==> config.mk <==
export PLATFORM = sky130hd
export DESIGN_NAME = dig_display_arbiter
export DESIGN_NICKNAME = d
export VERILOG_FILES = /design/src/rtl/dig_display_arbiter.sv
export SDC_FILE = /design/constraint.sdc
export NUM_CORES = 1
export LEC_CHECK = 0
export CAP_MARGIN = 20
export CORE_AREA = 2 2 75 77
export DETAILED_ROUTE_END_ITERATION = 8
export DIE_AREA = 0 0 77 79
export DONT_BUFFER_PORTS = 1
export HOLD_SLACK_MARGIN = 0.15
export PLACE_DENSITY = 0.76
export SLEW_MARGIN = 10
export SYNTH_ARGS = -nofsm -noshare
export SYNTH_HDL_FRONTEND = slang
export SYNTH_SLANG_ARGS = --single-unit
==> constraint.sdc <==
create_clock -name clk_from_bg -period 4.2 [get_ports clk_from_bg]
set_clock_uncertainty 0.1 [all_clocks]
set_input_delay 1.26 -clock clk_from_bg [delete_from_list [all_inputs] [get_ports clk_from_bg]]
set_output_delay 1.26 -clock clk_from_bg [all_outputs]
set_load 0.02 [all_outputs]
==> src/rtl/dig_display_arbiter.sv <==
// Two-requester arbiter for the seven-segment display write port.
// Each grant yields one write strobe, then the owner holds the display for HOLD_CYCLES.
module dig_display_arbiter #(
   parameter logic [31:0] DIG_ADDR    = 32'hFFFF_F000,
   parameter int          HOLD_CYCLES = 20000,
   parameter int          HOLD_WIDTH  = 20
) (
   input  logic        clk_from_bg,
   input  logic        rst_from_bg,
   input  logic        req0_valid,
   input  logic [31:0] req0_data,
   output logic        req0_ready,
   input  logic        req1_valid,
   input  logic [31:0] req1_data,
   output logic        req1_ready,
   output logic [31:0] dig_addr_2_bg,
   output logic        dig_we_2_bg,
   output logic [31:0] dig_wdata_2_bg,
   output logic        owner,
   output logic        busy
);

   typedef enum logic [1:0] {
      IDLE,
      WRITE,
      HOLD
   } state_t;

   localparam logic [HOLD_WIDTH-1:0] HOLD_LAST = HOLD_WIDTH'(HOLD_CYCLES - 1);

   state_t                state_q, state_d;
   logic [31:0]           wdata_q, wdata_d;
   logic                  owner_q, owner_d;
   logic                  rrPtr_q, rrPtr_d;
   logic [HOLD_WIDTH-1:0] holdCnt_q, holdCnt_d;
   logic                  we_q;
   logic                  busy_q;
   logic                  grant0;
   logic                  grant1;

   // Arbitration and sequencing; in HOLD only the current owner may refresh its value
   always_comb begin
      state_d   = state_q;
      wdata_d   = wdata_q;
      owner_d   = owner_q;
      rrPtr_d   = rrPtr_q;
      holdCnt_d = holdCnt_q;
      grant0    = 1'b0;
      grant1    = 1'b0;
      case (state_q)
         IDLE: begin
            if (req0_valid && (!req1_valid || !rrPtr_q)) begin
               grant0 = 1'b1;
            end else if (req1_valid) begin
               grant1 = 1'b1;
            end
            if (grant0 || grant1) begin
               wdata_d = grant1 ? req1_data : req0_data;
               owner_d = grant1;
               rrPtr_d = ~grant1;
               state_d = WRITE;
            end
         end
         WRITE: begin
            holdCnt_d = '0;
            state_d   = HOLD;
         end
         HOLD: begin
            holdCnt_d = holdCnt_q + HOLD_WIDTH'(1);
            grant0    = !owner_q && req0_valid;
            grant1    = owner_q && req1_valid;
            if (grant0 || grant1) begin
               wdata_d = owner_q ? req1_data : req0_data;
               state_d = WRITE;
            end else if (holdCnt_q == HOLD_LAST) begin
               state_d = IDLE;
            end
         end
         default: begin
            state_d = IDLE;
         end
      endcase
   end

   // Strobe and busy are registered from the next state so every output but ready is a flop
   always_ff @(posedge clk_from_bg or posedge rst_from_bg) begin
      if (rst_from_bg) begin
         state_q   <= IDLE;
         wdata_q   <= '0;
         owner_q   <= 1'b0;
         rrPtr_q   <= 1'b0;
         holdCnt_q <= '0;
         we_q      <= 1'b0;
         busy_q    <= 1'b0;
      end else begin
         state_q   <= state_d;
         wdata_q   <= wdata_d;
         owner_q   <= owner_d;
         rrPtr_q   <= rrPtr_d;
         holdCnt_q <= holdCnt_d;
         we_q      <= (state_d == WRITE);
         busy_q    <= (state_d != IDLE);
      end
   end

   assign req0_ready     = grant0 && !rst_from_bg;
   assign req1_ready     = grant1 && !rst_from_bg;
   assign dig_addr_2_bg  = DIG_ADDR;
   assign dig_we_2_bg    = we_q;
   assign dig_wdata_2_bg = wdata_q;
   assign owner          = owner_q;
   assign busy           = busy_q;

endmodule
=== Word-level counts from Yosys, hierarchy flattened ===
Index checks and enable logic that the tools add are counted.

* Bits in registers: 58
* Input port bits: 68
* Output and inout port bits: 69
* Logic and storage cells: 50

* Add/subtract/negate cells: 1
* Eq/ne operators: 6
* Mux-type cells: 17
* Bitwise operators: 1
* Reduce and logical (&&, ||, !) cells: 18

{| class="wikitable"
|+ Operator list
! operator !! count
|-
| two-way mux 32 bit || 4
|-
| case mux 32 bit (2 select lines) || 1
|-
| case mux 20 bit (2 select lines) || 1
|-
| adder 20 x 1 -> 20 bit (second input constant) || 1
|-
| == test 20 x 15 -> 1 bit (second input constant) || 1
|-
| two-way mux 2 bit || 3
|-
| case mux 2 bit (3 select lines) || 1
|-
| nonzero test 2 bit || 3
|-
| logical AND 1 bit || 5
|-
| two-way mux 1 bit || 5
|-
| == test 2 x 1 -> 1 bit (second input constant) || 2
|-
| zero test 1 bit || 4
|-
| inequality test 2 bit (second input constant) || 2
|-
| case mux 1 bit (2 select lines) || 2
|-
| logical OR 1 bit || 3
|-
| AND reduction 3 bit || 1
|-
| == test 2 bit (second input constant) || 1
|-
| zero test 2 bit || 1
|-
| AND reduction 2 bit || 1
|-
| NOT 1 bit || 1
|}

=== Longest topological paths before layout ===
Gate-level depths: netlist (run 1).

* Depth in word-level cells: 9
* Gate-level depth with buffers: 8
* Depth with buffers taken out: 6

=== Least setup slack after synthesis (run 1) ===
Ideal clock, no wire load.

* Kind: input port to output port
* From: input rst_from_bg
* To: output req1_ready
* Data arrival time: 2.921 ns
* Required time: 2.840 ns
* Setup slack: -0.081 ns
* Stages on the path: 2
* Buffers on the path: 0
* Cell sequence: inv_1 > and3_1

* Longest elaborated chain between the ends: 2

{| class="wikitable"
|+ RTL lines
! what !! line !! source
|-
| start, declared || 9 || <nowiki>input logic rst_from_bg,</nowiki>
|-
| zero test 1 bit || 107 || <nowiki>assign req1_ready = grant1 && !rst_from_bg;</nowiki>
|-
| logical AND 1 bit || 107 ||
|-
| end, declared || 15 || <nowiki>output logic req1_ready,</nowiki>
|}

Every way passes these cells.

=== Worst setup path after layout (run 1) ===
* From: register state_q[0]
* To: output req0_ready

* Longest elaborated chain between the ends: 3
* Elaborated cells between the ends (all ways): 4
* Classes of those cells: eq/ne (1); mux (1); reduce/logical (2)

{| class="wikitable"
|+ RTL lines
! what !! line !! source
|-
| start, declared || 31 || <nowiki>state_t state_q, state_d;</nowiki>
|-
| start signal, assigned || 96 || <nowiki>state_q <= state_d;</nowiki>
|-
| == test 2 bit / zero test 2 bit (equally long branches) || 50 || <nowiki>case (state_q)</nowiki>
|-
| case mux 1 bit (2 select lines) * || 50 ||
|-
| logical AND 1 bit * || 106 || <nowiki>assign req0_ready = grant0 && !rst_from_bg;</nowiki>
|-
| end, declared || 12 || <nowiki>output logic req0_ready,</nowiki>
|}

Mark *: on every way between the ends. The rest lies on a longest branch, timed or not.

==> results by stage, run 1 <==
Outcome:
- The flow ran to the end, and the final reports show no timing, DRC or antenna violations.

Synth:
- Of the total synthesized cell area, the portion taken by XOR and XNOR cells is 0.0220.
- The summed instance area of the synthesized netlist is 3190 um2.
- Counting distinct cell types in the post-synthesis netlist gives 41.
- The top flip-flop cell by instance count after synthesis is sky130_fd_sc_hd__dfrtp_1.
- The fraction of the mapped netlist area in compound gates came to 0.119.
- The simple-gate share of the synthesized area is 0.178.
- The largest total area in the synthesized netlist belongs to sky130_fd_sc_hd__dfrtp_1.
- The count of synthesis-stage warnings from yosys is 0.
- By area the synthesized netlist is led by sky130_fd_sc_hd__dfrtp_1, sky130_fd_sc_hd__mux2i_1, sky130_fd_sc_hd__buf_4.
- The synthesized design contains 0 enable-type register cells.
- The fraction of registers with async set/reset is 1.00.
- Counting flops and latches in the post-synthesis netlist gives a little under 60.
- Synthesis handed over a netlist of 339 instances.
- The area share of the largest cell type after synthesis is 0.456.
- After synthesis, the share of cell area in mux cells is 0.104.
- The post-synthesis sequential area ratio is 0.456.
- The main combinational cell family by area after synthesis is simple AND/OR/NAND/NOR gates.
- Yosys instantiated no cell more often than sky130_fd_sc_hd__dfrtp_1.
- Sorting the synthesized cells by how often they occur yields sky130_fd_sc_hd__dfrtp_1, sky130_fd_sc_hd__nand2_1, sky130_fd_sc_hd__o21ai_0.
- After synthesis, the mean cell area works out to 9.40 um2.
- The fraction of the mapped netlist area in adder cells is 0.0157.

Final layout:
- For this run, the post-layout net count is between 400 and 500.
- The area of combinational cells with multiple inputs is 1540 um2.
- The non-filler instance count after layout is about 410.
- The count of inserted antenna diode cells is 0.
- The area of all sequential standard cells is 1450 um2.
- From synthesis to final layout, the design area changed by 5.62%.
- The filler cells instantiated in the layout total 450.
- The area of all placed cells without fillers is 3360 um2.
- The fraction of final layout cells with drive strength greater than 1 is 0.0819.

Setup path:
- The data required time at the worst endpoint is 2.84 ns.
- In this run the worst path has a maximum fanout of 14.
- The element type at the critical path end is an output port.
- The signal arrival time at the worst endpoint is 2.33 ns.
- The kind of start point of the critical path is a register.
- The critical path is of the reg2out type.

Timing:
- The smallest hold slack is 0.426 ns.
- The total negative slack for setup checks is 0 ns.
- Measured against its own limit, the worst slew margin works out to 0.293.
- The final-report hold violation count was 0.
- Of the available clock period, the critical path in the final layout requires 0.879.
- Timing would allow up to between 0.2 and 0.3 GHz.
- The worst-margin pin slew is 1.06 ns.
- Setup repair after global routing left no endpoint under its margin.
- The number of max-slew violations in the final report is 0.
- The total of endpoints with negative setup slack in the final report is 0.
- The minimum clock period is approximately 3.7 ns.

Global routing:
- For this run, the total global-route usage over all layers was measured as 0.226.
- Entering global routing, the biggest net connects 59 pins.
- The number of global-route vias before repair came to 2,151.
- The total overflow left after global routing is 0.
- The wire length of the first global-routing pass is 10,700 um.
- The initial antenna violation count is 0.

Drt:
- The average vias per placed instance is ~5.7.
- The detail-routed net length per standard cell is 16.3 um.
- Detailed routing inserted a total of 2,346 vias.
- The antenna violation net count after detailed routing is 0.
- The count of TritonRoute iterations in the first routing pass is 4.
- In the routed design, unresolved DRC markers number 0.
- The routed design has 6730 um of wire.
- In this run, the number of DRC markers left after iteration 0 of detailed routing was 96.

Power:
- The share of total power dissipated in combinational logic is 0.318.
- The share of total power dissipated in sequential elements is 0.452.
- The power share of the clock group is 0.231.
- In this run the power spent charging and discharging nets is 1.06 mW.
- The ratio of total power to cell area is 726 nW/um2.
- Of the total power, the share spent switching nets is 0.436.
- For this design the static power due to leakage is 1.51 nW.
- The internal power is roughly 1.4 mW.
- The maximum vdd drop is ~0.31 mV.
- The total power draw is 2.44 mW.

Clocking:
- The hold buffer count at cts is 0.
- The later pin in the worst-skew pair is clocked with a latency of ~0.34 ns.
- In this run the post-CTS setup repair buffer count came out at 0.
- CTS placed an instance of sky130_fd_sc_hd__clkbuf_8 at the clock tree root.
- TritonCTS built the clock tree.
- Counting the buffers created by CTS gives 9.
- After clock tree synthesis, the clock-pin slew on the worst setup and hold paths is 0.06 ns.
- The number of clock sinks is 58.
- The number of cells upsized or downsized after cts is 0.
- The clock passes through at most 2 buffers.
- In this run the number of H-tree levels came out at 3.

Placement:
- Once detailed placement completed, the half-perimeter wirelength came to 4860 um.
- Summing all placed instances gives a cell area of about 3100 um2.
- Port buffering added 0 buffers.
- The total instance count after detailed placement is 398.
- At the end of routability-driven placement, the weighted congestion stood at 0.786.

Floorplan:
- The floorplan step defined a core boundary enclosing 5340 um2.
- The initial standard-cell utilization of the core is 0.597.
- The I/O pin total is roughly 140.
- Measured along the x axis, the die boundary spans 77 um.
- The area of the die is about 6100 um2.
- The initialized floorplan defines 27 standard-cell rows.
- The die height is 79 um.

Min path:
- The worst hold path belongs to the class reg2reg.

Run:
- The number of max-cap violations is 0.
[power by group through the flow]
stage,sequential [mW],combinational (mW),clock [mW]
floorplan,1.07,0.658,0
global placement,1.10,0.740,0
detailed placement,1.11,0.773,0
CTS,1.10,0.776,0.576
global route,1.12,0.882,0.601
finish,1.10,0.776,0.564
[cell families after synthesis]
kind of cell               count (synthesis)
and+or+nand+nor                          113
AOI/OAI and AO/OA                         66
DFF                                       58
buffers and inverters                     55
muxes                                     33
xor gates and xnor gates                   8
adders and majority gates                  4
other                                      2
[placed cells by master, fill, tap and decap left out, drive strengths merged, types with 4 or more instances in the layout]
master,count
a21oi,8
clkbuf,11
conb,32
dfrtp,58
ha,4
inv,8
mux2i,33
nand2,49
nand3,10
nor2,13
nor3,10
nor4,6
o21ai,40
o31ai,4
or3,6
or4,4
xnor2,8
[worst max-delay path, cell delays in order, from the launching register on]
cell and delay [ns]:
sky130_fd_sc_hd__dfrtp_1 0.42, sky130_fd_sc_hd__inv_1 0.16, sky130_fd_sc_hd__ha_1 0.49, sky130_fd_sc_hd__inv_1 0.17, sky130_fd_sc_hd__a2bb2oi_1 0.16, sky130_fd_sc_hd__nor3b_1 0.58
[flip-flops by register name, summed over array words and instances, names as in the netlist]
| name | flops |
|---|---|
| rrPtr_q | 1 |
| busy | 1 |
| owner | 1 |
| holdCnt_q | 20 |
| dig_wdata_2_bg | 32 |
| state_q | 2 |
| dig_we_2_bg | 1 |
[stage by stage]
stage               setup slack, ns  utilization
finish                        0.506        0.630
global route                  0.331        0.630
CTS                           0.493        0.630
detailed placement            0.858        0.589
global placement              0.898        0.589
floorplan                     0.260            -
[worst paths after layout]
path	startpoint	endpoint	slack [ns]	depth (start not counted)
hold reg to reg	holdCnt_q[0]	holdCnt_q[0]	0.43	1
setup / recovery	state_q[0]	req0_ready	0.51	5
setup reg to reg	state_q[0]	dig_wdata_2_bg[20]	1.51	6
hold / removal	holdCnt_q[0]	holdCnt_q[0]	0.43	1
min in group asynchronous	rst_from_bg	owner	0.92	2
max in group asynchronous	rst_from_bg	dig_wdata_2_bg[25]	2.58	2
[final cells by class]
cell class              count  area share
inverters                   9      0.0112
multi-input cells         256       0.459
repair buffers              3     0.00669
flip-flops and latches     58       0.431
well taps                  72      0.0268
clock inverters             5      0.0231
clock buffers              11      0.0420
[metal layers]
metal  wire, um  track usage  vias to the layer above
met4        120       0.0768                        0
met5          0            0                        -
met3        520       0.0841                       15
met1       2670        0.274                     1111
li1           -            -                     1117
met2       3420        0.373                      103
(Power assumes the default switching activity.)
==> run 2: changes to the inputs <==
--- a/config.mk
+++ b/config.mk
@@ -8,8 +8,7 @@
 export CAP_MARGIN = 20
-export CORE_AREA = 2 2 75 77
+export CORE_AREA = 2 2 107 109
 export DETAILED_ROUTE_END_ITERATION = 8
-export DIE_AREA = 0 0 77 79
+export DIE_AREA = 0 0 109 111
 export DONT_BUFFER_PORTS = 1
 export HOLD_SLACK_MARGIN = 0.15
-export PLACE_DENSITY = 0.76
 export SLEW_MARGIN = 10
--- a/constraint.sdc
+++ b/constraint.sdc
@@ -4,2 +4,2 @@
 set_output_delay 1.26 -clock clk_from_bg [all_outputs]
-set_load 0.02 [all_outputs]
+set_load 0.005 [all_outputs]
==> results by stage, run 2 (synthesis results as in run 1) <==
Final layout:
- The core utilization of the finished layout is 0.323 (was 0.630).
- The layout overhead on the synthesized area is 12.4% (was 5.62%).
- The final net count is 410 (was 409).
- The fill cell instance count of the final layout was 1,125 (was 450).
- The fraction of final layout cells with drive strength greater than 1 came to 0.0875 (was 0.0819).
- The number of flip-flops in the largest register is 32 (unchanged).
- The area of combinational cells with multiple inputs came to 1540 um2 (unchanged).
- The area of all placed cells without fillers was 3580 um2 (was 3360 um2).
- The count of inserted antenna diode cells came to 0 (unchanged).
- The area of all sequential standard cells is 1450 um2 (unchanged).
- The leading cell type in the layout, fill and taps excluded is sky130_fd_sc_hd__dfrtp_1 (unchanged).
- Highest-count cells in the layout ignoring fill and taps: sky130_fd_sc_hd__dfrtp_1, sky130_fd_sc_hd__nand2_1, sky130_fd_sc_hd__o21ai_0 (unchanged).

Setup path:
- The kind of cell adding the most delay to the critical path is adder cells (was simple AND/OR/NAND/NOR gates).
- The cell depth of the worst setup path is 5 (unchanged).
- The library cell appearing most often on the critical path was sky130_fd_sc_hd__inv_1 (unchanged).
- The delay of the slowest cell on the worst path came to 0.47 ns (was 0.58 ns).
- The element type at the critical path end is an output port (unchanged).
- The worst reg-to-reg path cell count came to 6 (unchanged).
- The worst setup path category is reg2out (unchanged).
- The data required time at the worst endpoint is 2.84 ns (about the same).
- The kind of start point of the critical path is a register (unchanged).
- The slowest cell on the critical path was sky130_fd_sc_hd__ha_1 (was sky130_fd_sc_hd__nor3b_1).
- The maximum fanout encountered on the critical timing path is 14 (unchanged).
- The signal arrival time at the worst endpoint came to 1.93 ns (was 2.33 ns).
- Cells traversed along the worst timing path: inv_1 -> ha_1 -> inv_1 -> a2bb2oi_1 -> nor3b_1 (unchanged).
- The combined buffer and inverter count along the critical path came to 2 (unchanged).

Placement:
- The worst slack at placement came to 1.04 ns (was 0.858 ns).
- The HPWL reported at the end of detailed placement is 4770 um (was 4860 um).
- The quantity of I/O buffers inserted on ports was 0 (unchanged).
- The post-placement cell area is 3240 um2 (was 3150 um2).
- The global placer's final weighted congestion is 0.737 (was 0.786).

Clocking:
- The number of clock sinks is 58 (unchanged).
- The clock-pin slew on the worst setup and hold paths came to 0.06 ns (about the same).
- The maximum level of the CTS H-tree is 3 (unchanged).
- The hold buffer count at cts is 0 (unchanged).
- The number of post-CTS setup repair buffers is 0 (unchanged).
- The CTS buffer count is 9 (unchanged).
- The TritonCTS clock tree is yes (unchanged).
- The maximum root-to-sink buffer count is 2 (unchanged).
- The number of cells upsized or downsized after cts is 0 (unchanged).
- The clock latency of the later-clocked register in the worst-skew pair is 0.32 ns (was 0.34 ns).
- The master cell of the clock root buffer is sky130_fd_sc_hd__clkbuf_16 (was sky130_fd_sc_hd__clkbuf_8).

Power:
- The proportion of total power due to net switching came to 0.352 (was 0.436).
- The leakage power is 1.58 nW (was 1.51 nW).
- The power share of the clock group is 0.335 (was 0.231).
- The internal power came to 1.62 mW (was 1.38 mW).
- The register share of total power came to 0.365 (was 0.452).
- The part of the total power dissipated in combinational logic is 0.300 (was 0.318).
- The ratio of total power to cell area is 699 nW/um2 (was 726 nW/um2).
- The maximum vdd drop was 0.238 mV (was 0.314 mV).
- The power dissipated by switching net loads came to 0.880 mW (was 1.06 mW).

Global routing:
- The final global-route overflow total is 0 (unchanged).
- The wire length of the first global-routing pass is 10,400 um (was 10,700 um).
- The initial antenna violation count came to 0 (unchanged).
- The overall fraction of global-route tracks in use came to 0.109 (was 0.226).
- The number of global-route vias before repair was 2,180 (was 2,151).
- The maximum number of pins on one net before global-route repair is 59 (unchanged).

Drt:
- The count of routing violations after the opening detailed-route iteration came to 156 (was 96).
- The detail-routed net length per standard cell was 13.4 um (was 16.3 um).
- The total wire length after detailed routing is 6530 um (was 6730 um).
- The antenna violation net count after detailed routing is 0 (unchanged).
- The number of DRC violations after detailed routing is 0 (unchanged).
- The number of vias after detailed routing is 2,309 (was 2,346).
- The average vias per placed instance is 4.75 (was 5.67).
- The count of TritonRoute iterations in the first routing pass is 4 (unchanged).

Timing:
- Setup repair after global routing missed its margin: no (unchanged).
- The number of max-slew violations in the final report came to 0 (unchanged).
- The max-slew headroom at the worst pin was 0.472 (was 0.293).
- The total of endpoints with negative setup slack in the final report is 0 (unchanged).
- The period utilization was 0.783 (was 0.879).
- The worst-margin pin slew was 0.772 ns (was 1.06 ns).
- The worst path setup slack after routing is 0.910 ns (was 0.506 ns).
- The final-report hold violation count is 0 (unchanged).
- The total negative slack for setup checks is 0 ns (unchanged).
- The minimum clock period was 3.29 ns (was 3.69 ns).
- The highest clock frequency the design can meet came to 0.304 GHz (was 0.271 GHz).

Min path:
- The worst hold path depth was 2 (was 1).
- The path class of the lowest-slack min-delay path was reg2reg (unchanged).

Floorplan:
- The total number of placement rows is 39 (was 27).
- The I/O pin total came to 137 (unchanged).
- The die height is 111 um (was 79 um).
- The initial standard-cell utilization of the core came to 0.288 (was 0.597).
- The area of the die is 12,100 um2 (was 6080 um2).
- The total core area is 11,100 um2 (was 5340 um2).
- The x dimension of the die is 109 um (was 77 um).

Outcome:
- Outcome: finished clean (unchanged).

Run:
- The number of max-cap violations is 0 (unchanged).
run 2: layout make-up:
cell class / count / share of cell area
clock buffer: 9 / 0.0629
clock inverter: 7 / 0.0328
inverter: 9 / 0.00943
multi-input combinational: 256 / 0.431
sequential: 58 / 0.405
tap: 143 / 0.0500
timing repair buffer: 4 / 0.00839
run 2: path summary, 6_finish.rpt:
path,from,to,slack [ns]
min reg2reg,dig_wdata_2_bg[24],dig_wdata_2_bg[24],0.41
min,dig_wdata_2_bg[24],dig_wdata_2_bg[24],0.41
max,state_q[0],req0_ready,0.91
max reg2reg,state_q[0],dig_wdata_2_bg[20],1.59
max in group asynchronous,rst_from_bg,dig_wdata_2_bg[29],2.57
min in group asynchronous,rst_from_bg,rrPtr_q,0.95
run 2: power by group through the flow:
| stage | Combinational, mW | Sequential [mW] | Clock, mW |
|---|---|---|---|
| final | 0.752 | 0.913 | 0.837 |
| after global routing | 0.877 | 0.947 | 0.891 |
| after floorplan | 0.634 | 0.876 | 0 |
| after CTS | 0.769 | 0.922 | 0.859 |
| after global placement | 0.743 | 0.925 | 0 |
| after detailed placement | 0.766 | 0.930 | 0 |
run 2: per-stage QoR:
step	instances	hold WS [ns]	power, mW
2_1_floorplan	369	0.373	1.51
3_3_place_gp	470	0.393	1.67
3_5_place_dp	470	0.399	1.70
4_1_cts	486	0.411	2.55
5_1_grt	486	0.430	2.72
6_report	486	0.407	2.50
run 2: worst register-to-register path, delay by kind of cell (launching register included):
family                     cells  cell delay [ns]
buffers and inverters          2             0.58
AOI/OAI and AO/OA              2             0.38
and+or+nand+nor                1             0.53
adders and majority gates      1             0.47
DFF                            1             0.40
run 2: per-layer routing:
layer / track usage / vias up / routed length, um
li1: - / 1124 / -
met1: 0.125 / 1093 / 2630
met2: 0.183 / 82 / 3210
met3: 0.0394 / 10 / 577
met4: 0.0462 / 0 / 112
met5: 0 / - / 0
==> run 3: changes to the inputs <==
clock period = 2.8 ns   (was 4.2 ns; I/O delays follow)
==> results by stage, run 3 (synthesis results as in run 1) <==
Outcome:
- Outcome: finished clean (unchanged).

Clocking:
- The TritonCTS clock tree is yes (unchanged).
- The clock latency of the later-clocked register in the worst-skew pair is 0.32 ns (about the same).
- The maximum level of the CTS H-tree is 3 (unchanged).
- The hold buffer count at cts came to 0 (unchanged).
- The number of cells upsized or downsized after cts is 0 (unchanged).
- The clock-pin slew on the worst setup and hold paths is 0.05 ns (was 0.06 ns).
- The number of clock sinks is 58 (unchanged).
- The maximum root-to-sink buffer count is 2 (unchanged).
- The CTS buffer count is 9 (unchanged).
- The number of post-CTS setup repair buffers came to 0 (unchanged).
- The master cell of the clock root buffer is sky130_fd_sc_hd__clkbuf_16 (unchanged).

Drt:
- The count of routing violations after the opening detailed-route iteration is 160 (was 156).
- The count of TritonRoute iterations in the first routing pass was 4 (unchanged).
- The antenna violation net count after detailed routing is 0 (unchanged).
- The average vias per placed instance is 4.70 (was 4.75).
- The number of vias after detailed routing was 2,296 (was 2,309).
- The detail-routed net length per standard cell is 13.5 um (was 13.4 um).
- The number of DRC violations after detailed routing is 0 (unchanged).
- The total wire length after detailed routing was 6590 um (was 6530 um).

Setup path:
- The slowest cell on the critical path was sky130_fd_sc_hd__dfrtp_1 (was sky130_fd_sc_hd__ha_1).
- The kind of cell adding the most delay to the critical path is flip-flops (was adder cells).
- Cells traversed along the worst timing path: inv_1 -> ha_1 -> inv_1 -> o21ai_0 -> and3_1 (was inv_1 -> ha_1 -> inv_1 -> a2bb2oi_1 -> nor3b_1).
- The element type at the critical path end was an output port (unchanged).
- The library cell appearing most often on the critical path is sky130_fd_sc_hd__inv_1 (unchanged).
- The kind of start point of the critical path is a register (unchanged).
- The delay of the slowest cell on the worst path came to 0.40 ns (was 0.47 ns).
- The maximum fanout encountered on the critical timing path is 10 (was 14).
- The worst setup path category was reg2out (unchanged).
- The data required time at the worst endpoint is 1.86 ns (was 2.84 ns).
- The signal arrival time at the worst endpoint is 1.68 ns (was 1.93 ns).
- The combined buffer and inverter count along the critical path is 2 (unchanged).

Global routing:
- The wire length of the first global-routing pass is 10,500 um (was 10,400 um).
- The initial antenna violation count was 0 (unchanged).
- The maximum number of pins on one net before global-route repair is 59 (unchanged).
- The final global-route overflow total was 0 (unchanged).
- The overall fraction of global-route tracks in use was 0.111 (was 0.109).
- The number of global-route vias before repair is 2,186 (was 2,180).

Final layout:
- The count of inserted antenna diode cells is 0 (unchanged).
- The leading cell type in the layout, fill and taps excluded is sky130_fd_sc_hd__dfrtp_1 (unchanged).
- The fraction of final layout cells with drive strength greater than 1 is 0.0899 (was 0.0875).
- Highest-count cells in the layout ignoring fill and taps: sky130_fd_sc_hd__dfrtp_1, sky130_fd_sc_hd__nand2_1, sky130_fd_sc_hd__o21ai_0 (unchanged).
- The final net count is 412 (was 410).
- The layout overhead on the synthesized area came to 13.1% (was 12.4%).
- The number of flip-flops in the largest register is 32 (unchanged).

Floorplan:
- The area of the die is 12,100 um2 (unchanged).
- The I/O pin total is 137 (unchanged).
- The total number of placement rows is 39 (unchanged).
- The total core area is 11,100 um2 (unchanged).
- The x dimension of the die is 109 um (unchanged).
- The die height is 111 um (unchanged).
- The initial standard-cell utilization of the core is 0.288 (unchanged).

Timing:
- Setup repair after global routing missed its margin: no (unchanged).
- The final-report hold violation count came to 0 (unchanged).
- The minimum clock period is 2.62 ns.
- The max-slew headroom at the worst pin came to 0.509 (was 0.472).
- The total negative slack for setup checks is 0 ns (unchanged).
- Timing would allow up to between 0.3 and 0.4 GHz.
- The total of endpoints with negative setup slack in the final report came to 0 (unchanged).
- The smallest hold slack was 0.404 ns (was 0.407 ns).
- The worst path setup slack after routing is 0.177 ns (was 0.910 ns).
- Dividing the final minimum period by the clock period gives 0.937.
- The worst-margin pin slew is 0.736 ns (was 0.772 ns).
- The number of max-slew violations in the final report is 0 (unchanged).

Placement:
- The quantity of I/O buffers inserted on ports came to 0 (unchanged).
- The worst slack at placement is 0.338 ns (was 1.04 ns).
- The HPWL reported at the end of detailed placement is 4930 um (was 4770 um).
- The global placer's final weighted congestion was 0.845 (was 0.737).

Power:
- The ratio of total power to cell area is 1030 nW/um2 (was 699 nW/um2).
- The leakage power is 1.58 nW (about the same).
- The maximum vdd drop is 0.392 mV (was 0.238 mV).

Run:
- The number of max-cap violations is 0 (unchanged).

Min path:
- The path class of the lowest-slack min-delay path was reg2reg (unchanged).
## run 3: cell count changes in the layout (fill, tap and decap cells not counted), sizes merged
cell,delta
clkbuf,+6
clkinv,-4
buf,+2
bufinv,-2
clkinvlp,+1
inv,-1
## run 3: cell type report
class | count | area [um2]
fill | 1142 | 7470
clock inverter | 1 | 30.0
sequential | 58 | 1450
timing repair buffer | 6 | 70.1
tap | 143 | 179
inverter | 9 | 37.5
clock buffer | 15 | 288
multi-input combinational | 256 | 1550
## run 3: worst paths after layout
kind | cells past startpoint | end | from | slack, ns
min in group asynchronous | 2 | rrPtr_q | rst_from_bg | 0.54
min | 2 | dig_wdata_2_bg[19] | dig_wdata_2_bg[19] | 0.40
min reg2reg | 2 | dig_wdata_2_bg[19] | dig_wdata_2_bg[19] | 0.40
max reg2reg | 6 | holdCnt_q[17] | state_q[0] | 0.31
max | 5 | req1_ready | state_q[0] | 0.18
max in group asynchronous | 2 | dig_wdata_2_bg[27] | rst_from_bg | 1.57
## run 3: metal layers
metal  share of wire  vias up  global-route usage  wire length [um]
li1                -     1123                   -                 -
met1            0.40     1060               0.127              2650
met2            0.48      101               0.180              3170
met3           0.091       12              0.0370               601
met4           0.027        0              0.0624               175
met5               0        -                   0                 0
## run 3: power by group
group	switching [mW]	leakage, nW	internal, mW
clock	0.350	0.156	0.785
sequential	0.237	0.743	1.13
combinational	0.710	0.677	0.484
## run 3: through the flow
stage | util | area [um2] | power [mW] | instances
3_3_place_gp | 0.296 | 3280 | 2.54 | 472
4_1_cts | 0.325 | 3600 | 3.77 | 488
2_1_floorplan | - | 3300 | 2.26 | 369
3_5_place_dp | 0.296 | 3280 | 2.61 | 472
5_1_grt | 0.325 | 3600 | 3.99 | 488
6_report | 0.325 | 3600 | 3.70 | 488
## run 3: worst min-delay path, cell delays in order, from the launching register on
cell                      delay [ns]
sky130_fd_sc_hd__dfrtp_1        0.36
sky130_fd_sc_hd__nand2_1        0.05
sky130_fd_sc_hd__o21ai_0        0.06
